$ cat src/rtl/datapath_unit.sv
// Execution datapath for the 4-bit processor: register file,
// operand latches, ALU, result/flag registers and program counter.
module datapath_unit #(
  parameter int DATA_W = 4,
  parameter int ADDR_W = 3,
  parameter int PC_W   = 4
) (
  input  logic              Clk,
  input  logic              Rst_n,
  input  logic              En_A,
  input  logic              En_B,
  input  logic              Wr_En,
  input  logic [1:0]        ALU_Op,
  input  logic              PC_En,
  input  logic [ADDR_W-1:0] Reg_Addr_A,
  input  logic [ADDR_W-1:0] Reg_Addr_B,
  input  logic [ADDR_W-1:0] Reg_Addr_D,
  input  logic              Ld_En,
  input  logic [DATA_W-1:0] Ld_Data,
  output logic [DATA_W-1:0] Op_A,
  output logic [DATA_W-1:0] Op_B,
  output logic [DATA_W-1:0] Result,
  output logic              Carry,
  output logic              Zero,
  output logic [PC_W-1:0]   PC,
  output logic              Done
);

  localparam int NREG = 1 << ADDR_W;

  logic [DATA_W-1:0] rf_q [NREG];
  logic [DATA_W-1:0] op_a_q, op_b_q;
  logic [DATA_W-1:0] op_a_d, op_b_d;
  logic [DATA_W-1:0] res_q, res_d;
  logic              carry_q, carry_d;
  logic              zero_q, zero_d;
  logic              done_q, done_d;
  logic [PC_W-1:0]   pc_q, pc_d;

  logic [DATA_W:0]   alu;
  logic              commit;

  // A host load wins over a commit to the same port.
  assign commit = Wr_En & ~Ld_En;

  // ALU on the latched operands; top bit is carry or borrow.
  always_comb begin
    alu = '0;
    unique case (ALU_Op)
      2'd0: alu = {1'b0, op_a_q};
      2'd1: alu = {1'b0, op_a_q} + {1'b0, op_b_q};
      2'd2: alu = {1'b0, op_a_q} - {1'b0, op_b_q};
      2'd3: alu = {1'b0, op_a_q & op_b_q};
      default: alu = '0;
    endcase
  end

  // Next-state for latches, result, flags, done pulse and PC.
  always_comb begin
    op_a_d  = En_A ? rf_q[Reg_Addr_A] : op_a_q;
    op_b_d  = En_B ? rf_q[Reg_Addr_B] : op_b_q;
    res_d   = res_q;
    carry_d = carry_q;
    zero_d  = zero_q;
    done_d  = commit;
    pc_d    = PC_En ? pc_q + 1'b1 : pc_q;
    if (commit) begin
      res_d   = alu[DATA_W-1:0];
      carry_d = alu[DATA_W];
      zero_d  = (alu[DATA_W-1:0] == '0);
    end
  end

  // Register file: reads see the pre-edge contents (no bypass).
  always_ff @(posedge Clk or negedge Rst_n) begin
    if (!Rst_n) begin
      for (int i = 0; i < NREG; i++) rf_q[i] <= '0;
    end else if (Ld_En) begin
      rf_q[Reg_Addr_D] <= Ld_Data;
    end else if (commit) begin
      rf_q[Reg_Addr_D] <= alu[DATA_W-1:0];
    end
  end

  // Datapath state registers.
  always_ff @(posedge Clk or negedge Rst_n) begin
    if (!Rst_n) begin
      op_a_q  <= '0;
      op_b_q  <= '0;
      res_q   <= '0;
      carry_q <= 1'b0;
      zero_q  <= 1'b0;
      done_q  <= 1'b0;
      pc_q    <= '0;
    end else begin
      op_a_q  <= op_a_d;
      op_b_q  <= op_b_d;
      res_q   <= res_d;
      carry_q <= carry_d;
      zero_q  <= zero_d;
      done_q  <= done_d;
      pc_q    <= pc_d;
    end
  end

  assign Op_A   = op_a_q;
  assign Op_B   = op_b_q;
  assign Result = res_q;
  assign Carry  = carry_q;
  assign Zero   = zero_q;
  assign PC     = pc_q;
  assign Done   = done_q;

endmodule
$ cat config.mk
export PLATFORM = sky130hd
export DESIGN_NAME = datapath_unit
export DESIGN_NICKNAME = d
export VERILOG_FILES = /design/src/rtl/datapath_unit.sv
export SDC_FILE = /design/constraint.sdc
export NUM_CORES = 1
export LEC_CHECK = 0
export ABC_AREA = 0
export CELL_PAD_IN_SITES_DETAIL_PLACEMENT = 1
export CELL_PAD_IN_SITES_GLOBAL_PLACEMENT = 1
export CORE_MARGIN = 1
export CORE_UTILIZATION = 51
export DETAILED_ROUTE_END_ITERATION = 16
export DONT_BUFFER_PORTS = 1
export PLACE_DENSITY_LB_ADDON = 0.1
export SLEW_MARGIN = 20
export SYNTH_ARGS = -nofsm -noshare
export SYNTH_HDL_FRONTEND = slang
export SYNTH_SLANG_ARGS = --single-unit
$ cat constraint.sdc
create_clock -name Clk -period 2.7 [get_ports Clk]
set_clock_uncertainty 0.05 [all_clocks]
set_input_delay 0.54 -clock Clk [delete_from_list [all_inputs] [get_ports Clk]]
set_output_delay 0.54 -clock Clk [all_outputs]
set_load 0.005 [all_outputs]
==> results.json <==
{
  "status": "completed",
  "dieArea_sq_um": 5890,
  "postSynth.asyncResetShare_pct": 100,
  "core.rowCount": 26,
  "cp.arrival_ns": 2.61,
  "regToRegStartpoint": "Op_B[0]",
  "final_common_cell": "dfrtp_1",
  "detail_route.wirelength_mm": 6.82,
  "min-delay-path-class": "in2async",
  "synthFlopType": "dfrtp_1",
  "number_of_antenna_violating_nets_in_the_routed_design": 0,
  "number_of_buffers_added_on_ports": 0,
  "setup_violations": 0,
  "routed_via_count": 1897,
  "cts.clk_slew.worst_paths_ns": 0.09,
  "core_area_sq_um": 5240,
  "critical_path.max_fanout": 8,
  "placement.setup.worst_slack_ns": -0.0425,
  "crit_path_start_kind": "register",
  "power_density_nw_per_um2": 910,
  "detail_route.iter0.violations": 69,
  "worst-setup-path-type": "reg2reg",
  "die_w_microns": 76.7,
  "r2r_setup_slack_ns": 0.23,
  "yosys.area.top_type_share_pct": 44.8,
  "h-tree-depth": 2,
  "finalWorstPathRequiredPeriod_ns": 2.47,
  "cts_made_buffers": 5,
  "grt_util_all_layers_pct": 25.6,
  "ys_warn_count": 0,
  "summed_area_of_non_filler_cells_in_the_final_layout_sq_um": 3040,
  "switchingPower_mw": 0.968,
  "post_synth.cell_area_avg_sq_um": 12.0,
  "drive_above_1_share_pct": 22.2,
  "cts-resized-gates": 0,
  "fmax_mhz": 406,
  "most-common-layout-cells": "dfrtp_1 (51), nand2_1 (21), nor2_1 (20)",
  "critical-path-slowest-cell": "fa_1",
  "vdd_drop_max_uv": 490,
  "sw_frac_of_total_pct": 35.0,
  "cap_viol_max_count": 0,
  "initial_antenna_violation_count": 0,
  "finalCritPeriodShare_pct": 91.3,
  "setup_repair_after_global_routing_missed_its_margin": "false",
  "tritoncts": "built",
  "critical_path_required_ns": 2.85,
  "firstDrtPassIters": 4,
  "die_h_microns": 76.7,
  "postLayoutSetupSlackWorst_ns": 0.234,
  "wire_per_inst_microns": 21.8,
  "cp_cell_sequence": "inv_1 -> ha_1 -> mux2i_1 -> fa_1 -> a22o_1 -> mux2_4 -> mux2_2",
  "largest_net_degree_at_the_start_of_global_routing": 52,
  "via_to_cell_ratio": 6.06,
  "maxSlewViolCount": 0,
  "crit_path_end_kind": "register",
  "clock_sinks": 51,
  "max_slew.worst_pin.slew_ns": 0.552,
  "max_slew_headroom_pct": 63.2,
  "detail_route.drc_violations": 0,
  "cell_area_after_synthesis_sq_um": 2850,
  "static-leakage-power_nw": 1.33,
  "worst_hold_slack_ns": 0.0339,
  "ff2ff_path_depth": 7,
  "root_cell_of_the_clock_tree": "clkbuf_8",
  "ys_seq_area_share_pct": 44.8,
  "synth_cell_type_count": 40,
  "dp_hpwl_mm": 5.23,
  "clock_tree_buffer_depth": 2,
  "synth_top_cell_by_area": "dfrtp_1",
  "timing_hold_violations_final": 0,
  "worst_skew_pair.late_latency_ns": 0.31,
  "flow.area_growth_from_synthesis_pct": 6.81,
  "cts_hold_buf": 1,
  "wire_length_of_the_first_global_routing_pass_mm": 11.4,
  "finalCoreUtilization_pct": 58.1,
  "placement.cell_area_sq_um": 2930,
  "place.gp.congestion": 0.882,
  "count_of_state_elements_after_synthesis": 51,
  "fin_nets": 275,
  "synth_top_cells_by_area": "dfrtp_1 (45%), mux4_2 (13%), mux2_2 (5.1%)",
  "cell_internal_pwr_mw": 1.80,
  "synth.net_count": 271,
  "grt_overflow_total": 0,
  "synthesis.instances": 238,
  "floorplan.io_pins": 41,
  "combinationalPowerShare_pct": 37.6,
  "post_cts_buffers": 0,
  "antenna_diode_count": 0,
  "start_util_pct": 54.4,
  "slowest_delay_ns": 0.47,
  "clock_power_share_pct": 15.4,
  "rr_endpoint": "rf_q[1]",
  "number_of_global_route_vias_before_repair": 2154,
  "sequentialPowerShare_pct": 46.9,
  "synth_edf_count": 0
}
## cell families (layout without fill, tap and decap cells)
group,after synthesis,after routing,synth area share [%]
AOI/OAI and AO/OA,47,47,11.2
xor gates and xnor gates,7,7,2.15
adders and majority gates,11,11,5.09
buffers and inverters,18,23,2.59
DFF,51,51,44.8
muxes,45,45,24.5
and+or+nand+nor,59,59,9.75
## layout make-up
type / count / area, sq um
Fill cell: 553 / 2190
Multi-Input combinational cell: 169 / 1500
Sequential cell: 51 / 1280
Tap cell: 70 / 87.6
Clock buffer: 7 / 76.3
Timing Repair Buffer: 6 / 65.1
Inverter: 9 / 33.8
Clock inverter: 1 / 5.00
## worst max-delay path, delay by kind of cell (launching register included)
| family | cells | cell delay (ns) |
|---|---|---|
| flops | 1 | 0.36 |
| buf+inv | 1 | 0.05 |
| fa+ha+maj | 2 | 0.75 |
| mux | 3 | 0.88 |
| compound gates | 1 | 0.27 |
## worst max-delay path by stage
stage / start / end / slack (ns) / cells after the start
floorplan: ALU_Op[0] / rf_q[1] / 0.19 / 7
global placement: ALU_Op[0] / Result[3] / 0.08 / 9
detailed placement: ALU_Op[0] / rf_q[1] / -0.04 / 7
CTS: Op_B[0] / rf_q[1] / 0.23 / 7
global route: Op_B[0] / rf_q[30] / 0.11 / 8
finish: Op_B[0] / rf_q[1] / 0.23 / 7
## per-stage QoR
step / power (mW) / cells / setup TNS, ns
global placement: 2.24 / 304 / 0
floorplan: 2.05 / 238 / 0
global route: 2.94 / 313 / 0
finish: 2.77 / 313 / 0
CTS: 2.78 / 313 / 0
detailed placement: 2.33 / 304 / -0.233
## routing by layer
metal  global-route usage (%)  part of all wire, %
met1                     29.8                   40
met2                     45.6                   53
met3                     6.79                  5.5
met4                     7.69                  1.4
met5                        0                    0
## flip-flops by register name (all words and copies together) (netlist names)
signal,count
Op_B,4
rf_q,32
Op_A,4
Done,1
Result,4
Zero,1
Carry,1
PC,4
## cell usage after synthesis (3+ instances only)
master	instances
dfrtp_1	51
nand2_1	21
nor2_1	20
a21oi_1	16
mux4_2	16
mux2_2	13
ha_1	10
mux2i_1	10
inv_1	9
o21ai_1	8
mux2_4	6
nand2b_1	6
buf_2	5
o21ai_0	5
o31ai_1	5
xnor2_1	5
a21o_1	3
## power groups by stage
stage / registers, mW / logic [mW] / clock network, mW
final: 1.30 / 1.04 / 0.427
after global routing: 1.34 / 1.14 / 0.461
after CTS: 1.30 / 1.05 / 0.436
after detailed placement: 1.31 / 1.02 / 0
after global placement: 1.27 / 0.965 / 0
after floorplan: 1.24 / 0.809 / 0
(Power assumes the default switching activity.)
